[src/rtl/edge_pkg.sv]
// Shared types and record layout for the edge run-length encoder.
// A record packs {eof, row, start_col, length} into 40 bits, MSB first.
package edge_pkg;

  localparam int COORD_W   = 13;
  localparam int RECORD_W  = 40;
  localparam int EOF_BIT   = 39;
  localparam int ROW_MSB   = 38;
  localparam int ROW_LSB   = 26;
  localparam int START_MSB = 25;
  localparam int START_LSB = 13;
  localparam int LEN_MSB   = 12;
  localparam int LEN_LSB   = 0;

  typedef struct packed {
    logic               eof;
    logic [COORD_W-1:0] row;
    logic [COORD_W-1:0] start_col;
    logic [COORD_W-1:0] length;
  } run_rec_t;

  typedef enum logic {
    ST_IDLE = 1'b0,
    ST_RUN  = 1'b1
  } run_state_t;

endpackage

[src/rtl/edge_run_fifo.sv]
// Synchronous show-ahead FIFO: rdata always presents the oldest entry.
// A push while full is accepted only when a pop happens in the same cycle.
module edge_run_fifo
  import edge_pkg::*;
#(
  parameter int WIDTH = RECORD_W,
  parameter int DEPTH = 16,
  localparam int AW   = $clog2(DEPTH)
) (
  input  logic             clk,
  input  logic             rst_n,
  input  logic             push,
  input  logic [WIDTH-1:0] wdata,
  input  logic             pop,
  output logic [WIDTH-1:0] rdata,
  output logic             full,
  output logic             empty,
  output logic [AW:0]      level
);

  logic [WIDTH-1:0] mem_q [DEPTH];
  logic [AW-1:0]    wr_ptr_q, wr_ptr_d;
  logic [AW-1:0]    rd_ptr_q, rd_ptr_d;
  logic [AW:0]      level_q, level_d;
  logic             push_ok_s, pop_ok_s;

  assign full  = (level_q == (AW+1)'(DEPTH));
  assign empty = (level_q == '0);
  assign level = level_q;
  assign rdata = mem_q[rd_ptr_q];

  always_comb begin
    pop_ok_s  = pop && !empty;
    push_ok_s = push && (!full || pop);
    wr_ptr_d  = push_ok_s ? wr_ptr_q + AW'(1) : wr_ptr_q;
    rd_ptr_d  = pop_ok_s ? rd_ptr_q + AW'(1) : rd_ptr_q;
    case ({push_ok_s, pop_ok_s})
      2'b10:   level_d = level_q + (AW+1)'(1);
      2'b01:   level_d = level_q - (AW+1)'(1);
      default: level_d = level_q;
    endcase
  end

  always_ff @(posedge clk or negedge rst_n) begin
    if (!rst_n) begin
      wr_ptr_q <= '0;
      rd_ptr_q <= '0;
      level_q  <= '0;
    end else begin
      wr_ptr_q <= wr_ptr_d;
      rd_ptr_q <= rd_ptr_d;
      level_q  <= level_d;
    end
  end

  // Storage needs no reset; unread entries are never observed.
  always_ff @(posedge clk) begin
    if (push_ok_s) begin
      mem_q[wr_ptr_q] <= wdata;
    end
  end

endmodule

[src/rtl/edge_run_encoder.sv]
// Turns the thinned binary edge stream into per-row run-length records,
// buffered in a show-ahead FIFO with drop accounting on overflow.
module edge_run_encoder
  import edge_pkg::*;
#(
  parameter int H_ACTIVE   = 640,
  parameter int V_ACTIVE   = 480,
  parameter int MIN_LEN    = 2,
  parameter int FIFO_DEPTH = 16
) (
  input  logic                         clk,
  input  logic                         rst_n,
  input  logic [7:0]                   pix,
  input  logic [COORD_W-1:0]           row,
  input  logic [COORD_W-1:0]           col,
  output logic [RECORD_W-1:0]          m_data,
  output logic                         m_valid,
  input  logic                         m_ready,
  output logic [$clog2(FIFO_DEPTH):0]  fifo_level,
  output logic [15:0]                  drop_cnt,
  output logic                         overflow
);

  logic               edge_q;
  logic [COORD_W-1:0] row_q, col_q;
  run_state_t         state_q, state_d;
  logic [COORD_W-1:0] start_q, start_d, len_q, len_d;
  logic [COORD_W-1:0] run_row_q, run_row_d, last_col_q, last_col_d;
  logic [15:0]        drop_cnt_q, drop_cnt_d;
  logic               overflow_q, overflow_d;

  logic               active_s, hit_s, at_last_col_s, eof_s;
  logic               close_s, keep_s, push_s, drop_s;
  logic [COORD_W-1:0] close_len_s;
  run_rec_t           rec_s;
  logic [RECORD_W-1:0] fifo_rdata_s;
  logic               fifo_full_s, fifo_empty_s;
  logic               unused_pix_s;

  // Only the MSB carries edge information; the rest mirror it upstream.
  assign unused_pix_s  = ^pix[6:0];
  assign active_s      = (col_q < COORD_W'(H_ACTIVE)) && (row_q < COORD_W'(V_ACTIVE));
  assign hit_s         = active_s && edge_q;
  assign at_last_col_s = (col_q == COORD_W'(H_ACTIVE - 1));
  assign eof_s         = active_s && at_last_col_s && (row_q == COORD_W'(V_ACTIVE - 1));

  always_ff @(posedge clk or negedge rst_n) begin
    if (!rst_n) begin
      edge_q <= 1'b0;
      row_q  <= '0;
      col_q  <= '0;
    end else begin
      edge_q <= pix[7];
      row_q  <= row;
      col_q  <= col;
    end
  end

  always_comb begin
    state_d     = state_q;
    start_d     = start_q;
    len_d       = len_q;
    run_row_d   = run_row_q;
    last_col_d  = last_col_q;
    close_s     = 1'b0;
    close_len_s = len_q;
    case (state_q)
      ST_IDLE: begin
        if (hit_s) begin
          state_d    = ST_RUN;
          start_d    = col_q;
          len_d      = COORD_W'(1);
          run_row_d  = row_q;
          last_col_d = col_q;
        end else begin
          state_d = ST_IDLE;
        end
      end
      ST_RUN: begin
        if (hit_s && (row_q == run_row_q) && (col_q == last_col_q + COORD_W'(1))) begin
          if (at_last_col_s) begin
            // Row end: include this pixel and close so runs never wrap rows.
            close_s     = 1'b1;
            close_len_s = len_q + COORD_W'(1);
            state_d     = ST_IDLE;
          end else begin
            len_d      = len_q + COORD_W'(1);
            last_col_d = col_q;
          end
        end else begin
          close_s = 1'b1;
          if (hit_s) begin
            state_d    = ST_RUN;
            start_d    = col_q;
            len_d      = COORD_W'(1);
            run_row_d  = row_q;
            last_col_d = col_q;
          end else begin
            state_d = ST_IDLE;
          end
        end
      end
      default: state_d = ST_IDLE;
    endcase
  end

  always_comb begin
    keep_s = close_s && (close_len_s >= COORD_W'(MIN_LEN));
    push_s = keep_s || eof_s;
    drop_s = push_s && fifo_full_s && !m_ready;
    if (keep_s) begin
      rec_s = '{eof: eof_s, row: run_row_q, start_col: start_q, length: close_len_s};
    end else begin
      rec_s = '{eof: 1'b1, row: COORD_W'(V_ACTIVE - 1), start_col: '0, length: '0};
    end
    drop_cnt_d = (drop_s && (drop_cnt_q != 16'hFFFF)) ? drop_cnt_q + 16'd1 : drop_cnt_q;
    overflow_d = overflow_q | drop_s;
  end

  always_ff @(posedge clk or negedge rst_n) begin
    if (!rst_n) begin
      state_q    <= ST_IDLE;
      start_q    <= '0;
      len_q      <= '0;
      run_row_q  <= '0;
      last_col_q <= '0;
      drop_cnt_q <= 16'd0;
      overflow_q <= 1'b0;
    end else begin
      state_q    <= state_d;
      start_q    <= start_d;
      len_q      <= len_d;
      run_row_q  <= run_row_d;
      last_col_q <= last_col_d;
      drop_cnt_q <= drop_cnt_d;
      overflow_q <= overflow_d;
    end
  end

  edge_run_fifo #(
    .WIDTH (RECORD_W),
    .DEPTH (FIFO_DEPTH)
  ) u_fifo (
    .clk   (clk),
    .rst_n (rst_n),
    .push  (push_s),
    .wdata (rec_s),
    .pop   (m_ready),
    .rdata (fifo_rdata_s),
    .full  (fifo_full_s),
    .empty (fifo_empty_s),
    .level (fifo_level)
  );

  assign m_valid  = !fifo_empty_s;
  assign m_data   = fifo_empty_s ? '0 : fifo_rdata_s;
  assign drop_cnt = drop_cnt_q;
  assign overflow = overflow_q;

endmodule

[config.mk]
export PLATFORM = sky130hd
export DESIGN_NAME = edge_run_encoder
export DESIGN_NICKNAME = d
export VERILOG_FILES = /design/src/rtl/edge_pkg.sv /design/src/rtl/edge_run_fifo.sv /design/src/rtl/edge_run_encoder.sv
export SDC_FILE = /design/constraint.sdc
export NUM_CORES = 1
export LEC_CHECK = 0
export CORE_ASPECT_RATIO = 0.9
export CORE_UTILIZATION = 45
export CTS_BUF_LIST = sky130_fd_sc_hd__clkbuf_8
export DETAILED_ROUTE_END_ITERATION = 12
export SLEW_MARGIN = 25
export SYNTH_ARGS = -nofsm -noshare
export SYNTH_HDL_FRONTEND = slang
export SYNTH_SLANG_ARGS = --single-unit
[constraint.sdc]
create_clock -name clk -period 12.7 [get_ports clk]
set_input_delay 3.81 -clock clk [delete_from_list [all_inputs] [get_ports clk]]
set_output_delay 3.81 -clock clk [all_outputs]
set_load 0.1 [all_outputs]
==> Word-level counts from Yosys, hierarchy flattened <==
Memories as Yosys holds them, arrays and structs flattened.
Index checks and enable logic that the tools add are counted.
W data, S select, Z words.
{ "totals": {"output_inout_bits": 63, "mem_count": 1, "mem_bits_rw": 640, "reg_bits": 110} }
{ "memory_table": {"columns": ["memory", "words", "width", "rd", "rd_ports_with_merged_regs", "write_ports", "line_no", "text"], "rows": [
  ["u_fifo.mem_q", 16, 40, 1, 0, 1, "edge_run_fifo.sv:21", "logic [WIDTH-1:0] mem_q [DEPTH];"]
]} }
{ "classes": {"n_reduce_logical": 19, "addsub": 7, "n_mux": 29, "order_cmp": 3, "bitwise_logic": 2, "n_eq_ne": 10} }
{ "op_table": {"columns": ["cell", "count"], "rows": [
  ["$mux W13", 13],
  ["$pmux W13 S2", 4],
  ["$mux W40", 2],
  ["$add A13 B1 Y13 const B", 2],
  ["$eq A13 B13 Y1", 2],
  ["$add A16 B1 Y16 const B", 1],
  ["$ne A16 B16 Y1 const B", 1],
  ["$eq A13 B10 Y1 const B", 1],
  ["$eq A13 B9 Y1 const B", 1],
  ["$ge A13 B2 Y1 const B", 1],
  ["$lt A13 B10 Y1 const B", 1],
  ["$lt A13 B9 Y1 const B", 1],
  ["$logic_and A1 B1 Y1", 12],
  ["$pmux W5 S2", 1],
  ["$add A4 B1 Y4 const B", 2],
  ["$mux W1", 8],
  ["$add A5 B1 Y5 const B", 1],
  ["$eq A5 B5 Y1 const B", 1],
  ["$logic_not A5 Y1", 1],
  ["$sub A5 B1 Y5 const B", 1],
  ["$logic_not A1 Y1", 3],
  ["$ne A3 B3 Y1 const B", 1],
  ["$eq A2 B1 Y1 const B", 1],
  ["$eq A2 B2 Y1 const B", 1],
  ["other kinds (6)", 7]
]} }

==> Longest topological paths before layout <==
Gate-level depths: netlist (run 1).
{ "depth": {"ltp_word": 13, "depth_mapped": 22, "depth_no_buf": 19} }

==> By module <==
A second synthesis (run 1) with hierarchy kept.
{ "hier_totals": {"cells_unflattened": 1837, "hier_area_um2": 30694.4} }
{ "by_module_without_submodules": {"columns": ["mod", "cells_each", "area_per_inst_um2", "n_inst"], "rows": [
  ["edge_run_fifo", 1281, 25333.0, 1],
  ["edge_run_encoder", 556, 5361.4, 1]
]} }

==> Worst setup path before layout (run 1) <==
No wires, ideal clock.
{ "synth_path": {"path_type": "input to register", "from": "input m_ready", "to": "memory u_fifo.mem_q[11][0] (netlist name) (enable)", "setup_ns": 0.487, "cell_stages": 4, "arrival_ns": 7.267, "required_time_ns": 12.213, "setup_slack_ns": 4.946, "cell_sequence": "nand3b_1 > o21a_1 > o211ai_1 > nor3_1"} }
{ "synth_between": {"elab_chain_cells": 4} }
{ "synth_rtl": {"columns": ["item", "line_no", "text"], "rows": [
  ["from (decl)", "edge_run_encoder.sv:18", "input logic m_ready,"],
  ["$logic_or A1 B1 Y1", "edge_run_fifo.sv:34", "push_ok_s = push && (!full || pop);"],
  ["$logic_and A1 B1 Y1", "edge_run_fifo.sv:34", null],
  ["$mux W1", "edge_run_fifo.sv:58", "if (push_ok_s) begin"],
  ["$mux W1 (not written as such)", "edge_run_fifo.sv:59", "mem_q[wr_ptr_q] <= wdata;"],
  ["to (decl)", "edge_run_fifo.sv:21", null]
]} }
No other way between the ends.

==> Final worst setup path (run 1) <==
{ "layout_path": {"from": "register u_fifo.rd_ptr_q[1]", "to": "output m_data[30]"} }
{ "layout_between": {"elab_chain_cells": 2} }
{ "layout_rtl": {"columns": ["item", "line_no", "text"], "rows": [
  ["from (decl)", "edge_run_fifo.sv:23", "logic [AW-1:0] rd_ptr_q, rd_ptr_d;"],
  ["from (signal assigned)", "edge_run_fifo.sv:51", "rd_ptr_q <= rd_ptr_d;"],
  ["$mem_v2 Z16 W40", null, null],
  ["$mux W40", "edge_run_encoder.sv:156", "assign m_data = fifo_empty_s ? '0 : fifo_rdata_s;"],
  ["to (decl)", "edge_run_encoder.sv:16", "output logic [RECORD_W-1:0] m_data,"]
]} }
No other way between the ends.

==> out/metrics.csv, run 1 <==
metric,value,unit
fraction of layout cells with a size suffix above 1,0.253,
Final min period,8.30,ns
Critical Path Fanout Max,130,
Detail Route Antenna Nets,0,
port buffer count,92,
Starting Density,0.457,
number of CTS-inserted buffers,118,
switching power,0.00177,W
Post-CTS Hold Buffers,0,
max_slew headroom,0.251,
post-synth cell types,59,
sequential share of power,0.462,
Core Rows,89,
DP HPWL,35400,µm
antenna diode count,0,
syn_nets,1581,
Clock power frac,0.341,
Root Buffer,clkbuf_8,
Crit Path Category,flop to output port,
post-CTS setup buffers,0,
max-cap violations,0,
largest family of logic cells by synthesized area,multiplexers,
Place WS,4.44,ns
crit start category,flop,
xor-xnor portion of the synthesized cell area,0.0203,
Placed Area,32100,µm²
outcome,"complete, but fails checks",
#FFs+latches synth,750,
Simple-Gate Fraction of Synth Area,0.0543,
first-pass GRT wire length,102000,µm
Layout area overhead,14.8,%
Final Hold Fails,0,
critical path arrival,4.49,ns
clock skew,0.0310,ns
sequential fraction of the synthesis area,0.730,
DRC,4,
RR Endpoint,u_fifo.mem_q[12][39]$_DFFE_PP_,
DR pass1 iterations,11,
pin count of the biggest net entering global routing,131,
GRT Util Overall,0.209,
adder-cell area share of the yosys netlist,0.00499,
violated checks,design-rule violations,
"most common cell after layout, fill and taps aside",edfxtp_1,
Most used DFF post-synth,edfxtp_1,
synthesized cell area,30100,µm²
hold path depth,1,
critical path endpoint category,output port,
initial DRC count,1356,
worst-margin pin slew,1.12,ns
Hold EP,overflow$_DFF_PN0_,
die area,67900,µm²
Cells after Synth,1532,
combinational power share,0.197,
RSZ-0062 raised after global routing,no,
CTS Sinks,750,
average size of a mapped cell,19.7,µm²
total routed wirelength,68500,µm
Resized cells post-CTS,0,
clk_lat worst skew,0.73,ns
setup slack after layout,4.40,ns
fin crit share,0.653,
CTS tree,yes,
synth warn,0,
Nets,1745,
Worst Hold Class,flop to flop,
internal power,0.00425,W
highest clock rate,121,MHz
io pins,100,
# fillers,5151,
initial antenna violation count,3,
Sw Share,0.294,
PD cells,174,nW/µm²
Peak VDD IR,0.000226,V
async set-or-reset flop fraction in the synthesized netlist,0.147,
routed length per instance,25.7,µm
die width,275,µm
clock transition time at the flip-flop clock pins of the worst setup and hold paths,0.06,ns
core box area,65800,µm²
vias per inst,5.63,
gpl congestion,0.836,
number of global-route vias before repair,15900,
vias,15000,
number of synthesized flops with an enable pin,640,
total grt overflow,0,
height of the die,247,µm
setup TNS,0,ns
Pleak,12.2,nW
"Design Area, Final",34600,µm²
Worst Path Required,8.89,ns
CTS Buffer Depth,3,
multiplexer share of the synthesized area,0.160,
complex-gate fraction of the synthesized area,0.0189,
Hold Path Origin,overflow$_DFF_PN0_,
"Setup violations, final",0,
# H-tree levels,3,
"Slew Viols, Final",0,
"commonest cells after routing, fill and taps aside","640 x edfxtp_1, 200 x mux4_2, 133 x clkbuf_8, 106 x dfrtp_1, 91 x clkdlybuf4s50_1",
Final Util,0.525,
reg-to-reg setup timing slack,7.48,ns
reg2reg path depth,13,
-- registers in the layout, summed over array words and instances (netlist names), named ones only --
| register | flops |
|---|---|
| col_q | 13 |
| start_q | 13 |
| drop_cnt | 16 |
| u_fifo.rd_ptr_q | 4 |
| run_row_q | 13 |
| overflow | 1 |
| u_fifo.level | 5 |
| state_q | 1 |
| row_q | 13 |
| edge_q | 1 |
| u_fifo.wr_ptr_q | 4 |
| u_fifo.mem_q | 640 |
| len_q | 13 |
-- critical path: stages (launching register included) --
cell	delay (ns)
dfrtp_4	0.78
buf_12	0.50
mux4_2	0.44
mux4_2	0.53
and2_1	0.19
clkdlybuf4s50_1	0.96
-- how the worst max path moves through the flow --
stage / from / endpoint / slack [ns]
3_3_place_gp: u_fifo.rd_ptr_q[0]$_DFFE_PN0P_ / m_data[0] / 4.43
6_report: u_fifo.rd_ptr_q[1]$_DFFE_PN0P_ / m_data[30] / 4.40
5_1_grt: u_fifo.rd_ptr_q[0]$_DFFE_PN0P_ / m_data[30] / 4.32
3_5_place_dp: u_fifo.rd_ptr_q[0]$_DFFE_PN0P_ / m_data[30] / 4.44
2_1_floorplan: m_ready / u_fifo.mem_q[11][0]$_DFFE_PP_ / 4.95
4_1_cts: u_fifo.rd_ptr_q[0]$_DFFE_PN0P_ / m_data[30] / 3.64
-- routing by layer --
layer,share of wire,global-route usage,vias to the layer above
li1,-,-,6479
met1,0.44,0.295,7913
met2,0.47,0.325,470
met3,0.065,0.0464,122
met4,0.024,0.0634,4
met5,0.00047,0,-
-- final cells by class --
type / count / area [µm²] / area share
repair buffers: 120 / 1180 / 0.0342
inverters: 18 / 67.6 / 0.00195
clock buffers: 133 / 1830 / 0.0529
multi-input cells: 688 / 7840 / 0.227
flip-flops and latches: 750 / 22000 / 0.636
clock inverters: 89 / 589 / 0.0170
well taps: 864 / 1080 / 0.0313
-- power by group through the flow --
stage,logic (W),clock network (W),registers (W)
6_report,0.00119,0.00205,0.00278
2_1_floorplan,0.000921,0,0.00279
3_5_place_dp,0.00117,0,0.00286
3_3_place_gp,0.00117,0,0.00286
4_1_cts,0.00117,0.00210,0.00281
5_1_grt,0.00125,0.00220,0.00279
-- stage by stage --
step           hold WS (ns)  total power (W)  cells
3_3_place_gp          0.458          0.00403   2439
6_report              0.472          0.00602   2662
3_5_place_dp          0.453          0.00403   2439
2_1_floorplan         0.455          0.00371   1532
5_1_grt               0.505          0.00624   2662
4_1_cts               0.475          0.00608   2661
-- cells in the mapped netlist, types with 3 or more instances --
master       n  area [µm²]
dfrtp_1    110        2750
clkbuf_1    55         206
nor4_1      10        62.6
o31ai_1      9        67.6
and4_1       3        26.3
nand4_1      9        56.3
o21a_1       6        45.0
or3_1        3        18.8
a21oi_1      6        30.0
buf_1       18        67.6
nand3_1     25         125
nand2b_1    12        75.1
nand2_1     65         244
xnor2_1     41         359
o21ai_0     21         105
nor2_1      48         180
a2111oi_4    3        82.6
nor3b_1      5        37.5
a31oi_1      4        25.0
and2_1      75         469
ha_1        12         150
and3_1      13        81.3
a211o_1      3        26.3
edfxtp_1   640       19200
mux4_2     200        4500
inv_1       18        67.6
nor2b_1      7        43.8
xor2_1      27         236
nor3_1      23         115
mux2_2      24         270
-- cells by family after synthesis --
kind of cell / after synthesis
compound gates: 71
simple gates: 309
fa+ha+maj: 12
mux: 227
flops: 750
buf+inv: 94
xor+xnor: 69
(Power assumes the default switching activity.)
==> run 2: changes to the inputs <==
==> constraint.sdc (replaced) <==
create_clock -name clk -period 6.8 [get_ports clk]
set_input_delay 2.04 -clock clk [delete_from_list [all_inputs] [get_ports clk]]
set_output_delay 2.04 -clock clk [all_outputs]
set_load 0.1 [all_outputs]
==> run 2 against run 1 <==
Effect of this change: the flow still finishes with violations (design-rule violations); clock-buffer cell count decreased by 7; setup slack got worse by 3.8 ns; register-to-register slack got worse by 5.9 ns; flip-flop and latch count unchanged; routed wire length decreased by 1.1%; clock power increased by 85%; utilization increased by 0.21 points; global-route usage decreased by 0.11 points; clock skew increased by 0.021 ns; largest cell class unchanged.
==> out/metrics.csv, run 2 (same netlist as run 1, synthesis figures left out) <==
metric,value,unit,change
DR pass1 iterations,11,,unchanged
hold path depth,1,,unchanged
highest clock rate,162,MHz,
Nets,1757,,+0.69%
Peak VDD IR,0.000306,V,+35%
Total Power,0.0112,W,+86%
fin crit share,0.910,,
vias,15100,,+0.44%
outcome,"complete, but fails checks",,
pin count of the biggest net entering global routing,79,,-40%
sequential share of power,0.463,,about the same
"commonest cells after routing, fill and taps aside","640 x edfxtp_1, 200 x mux4_2, 126 x clkbuf_8, 106 x dfrtp_1, 77 x clkdlybuf4s50_1",,
io pins,100,,unchanged
Detail Route Antenna Nets,0,,unchanged
max FFs per register,640,,unchanged
area of the multi-input gates,7840,µm²,about the same
die width,275,µm,unchanged
reg-to-reg setup timing slack,1.57,ns,-5.91 ns
clk_lat worst skew,0.73,ns,about the same
setup TNS,0,ns,unchanged
reg2reg path depth,19,,+6
Worst Path Required,4.76,ns,-4.13 ns
CTS Buffer Depth,3,,unchanged
"Design Area, Final",34700,µm²,+0.41%
crit start category,flop,,
clock transition time at the flip-flop clock pins of the worst setup and hold paths,0.06,ns,about the same
Pleak,12.3,nW,+0.59%
Root Buffer,clkbuf_8,,
Hold EP,overflow$_DFF_PN0_,,
GRT met2 Usage,0.324,,-0.00111
GR peak layer,met2,,
total grt overflow,0,,unchanged
initial DRC count,1276,,-5.9%
Reg area,22000,µm²,unchanged
routed length per instance,25.3,µm,-1.8%
fraction of layout cells with a size suffix above 1,0.269,,+0.0158
RR Endpoint,u_fifo.level[4]$_DFFE_PN0P_,,
PD cells,323,nW/µm²,+86%
Post-CTS Hold Buffers,0,,unchanged
Final Hold Fails,0,,unchanged
vias per inst,5.62,,-0.27%
Resized cells post-CTS,0,,unchanged
met3 global-route usage,0.0502,,+0.00377
RSZ-0062 raised after global routing,no,,
Layout area overhead,15.3,%,
Clock power frac,0.338,,-0.003
height of the die,247,µm,unchanged
violated checks,design-rule violations,,
DRC,8,,+4
combinational power share,0.199,,+0.002
number of global-route vias before repair,15900,,+0.30%
Critical Path Fanout Max,22,,-83%
GRT Util Overall,0.207,,-0.00113
initial antenna violation count,4,,+1
die area,67900,µm²,unchanged
Reg with most FFs,u_fifo.mem_q,,
max-cap violations,0,,unchanged
CTS Sinks,750,,unchanged
core box area,65800,µm²,unchanged
Worst Hold Class,flop to flop,,
first-pass GRT wire length,101000,µm,-0.35%
"Slew Viols, Final",0,,unchanged
# fillers,5215,,+1.2%
gpl congestion,0.834,,-0.25%
Hold Path Origin,overflow$_DFF_PN0_,,
internal power,0.00789,W,+86%
# H-tree levels,3,,unchanged
post-CTS setup buffers,0,,unchanged
met1 Usage GRT,0.293,,-0.00222
critical path arrival,4.15,ns,-0.34 ns
total routed wirelength,67700,µm,-1.1%
"Setup violations, final",0,,unchanged
Sw Share,0.296,,+0.00204
Final min period,6.19,ns,
CTS tree,yes,,
Crit Path Category,flop to output port,,
worst-margin pin slew,1.02,ns,-0.103 ns
Starting Density,0.457,,unchanged
DP HPWL,37600,µm,+6.2%
max_slew headroom,0.318,,+0.0668
"most common cell after layout, fill and taps aside",edfxtp_1,,
Core Rows,89,,unchanged
number of CTS-inserted buffers,119,,+0.85%
switching power,0.00332,W,+88%
port buffer count,92,,unchanged
critical path endpoint category,output port,,
Placed Area,32300,µm²,+0.50%
clock skew,0.0515,ns,+0.0206 ns
-- run 2: cell types whose count changed in the layout (fill, tap and decap cells not counted), sizes merged --
| cell | delta |
|---|---|
| clkinv | +19 |
| inv | -8 |
| clkbuf | -7 |
| clkdlybuf4s50 | -14 |
| buf | +25 |
| clkinvlp | +2 |
| diode | +2 |
-- run 2: cell type report --
type	instances	area share
clock inverter	102	0.0191
inverter	18	0.00195
clock buffer	126	0.0500
antenna	2	0.000144
timing repair buffer	131	0.0385
sequential	750	0.633
multi-input combinational	688	0.226
tap	864	0.0311
-- run 2: critical path, stage by stage (launching register included) --
cell and delay [ns]:
dfrtp_4 0.74, buf_4 0.45, mux4_2 0.56, mux4_2 0.46, and2_1 0.22, clkdlybuf4s50_1 0.99
-- run 2: metal layers --
layer  share of wire  routed length (µm)  vias up
met1            0.44               30000     7975
li1                -                   -     6519
met3           0.065                4400       94
met2            0.47               32100      462
met4           0.018                1190        4
met5         0.00038                  26        -
-- run 2: worst max path at each step --
stage	slack (ns)	startpoint	to	depth (start not counted)
after floorplan	0.70	flop	u_fifo.mem_q[11][0]$_DFFE_PP_	13
after global placement	1.31	u_fifo.rd_ptr_q[0]$_DFFE_PN0P_	m_data[34]	5
final	0.61	u_fifo.rd_ptr_q[0]$_DFFE_PN0P_	m_data[31]	5
after CTS	0.50	u_fifo.rd_ptr_q[0]$_DFFE_PN0P_	m_data[34]	5
after global routing	0.39	u_fifo.rd_ptr_q[0]$_DFFE_PN0P_	m_data[21]	5
after detailed placement	1.31	u_fifo.rd_ptr_q[0]$_DFFE_PN0P_	m_data[34]	5
-- run 2: per-stage QoR --
stage          utilization  hold slack, ns  setup WS (ns)  instances
3_3_place_gp         0.490           0.457           1.31       2450
4_1_cts              0.527           0.477          0.500       2678
5_1_grt              0.527           0.494          0.392       2679
6_report             0.527           0.472          0.613       2681
3_5_place_dp         0.490           0.456           1.31       2450
2_1_floorplan            -           0.455          0.697       1532
-- run 2: power groups by stage --
stage	logic, W	registers, W	clock network (W)
after CTS	0.00221	0.00525	0.00389
after global routing	0.00237	0.00521	0.00408
after global placement	0.00221	0.00534	0
final	0.00223	0.00519	0.00379
after detailed placement	0.00221	0.00534	0
after floorplan	0.00172	0.00522	0
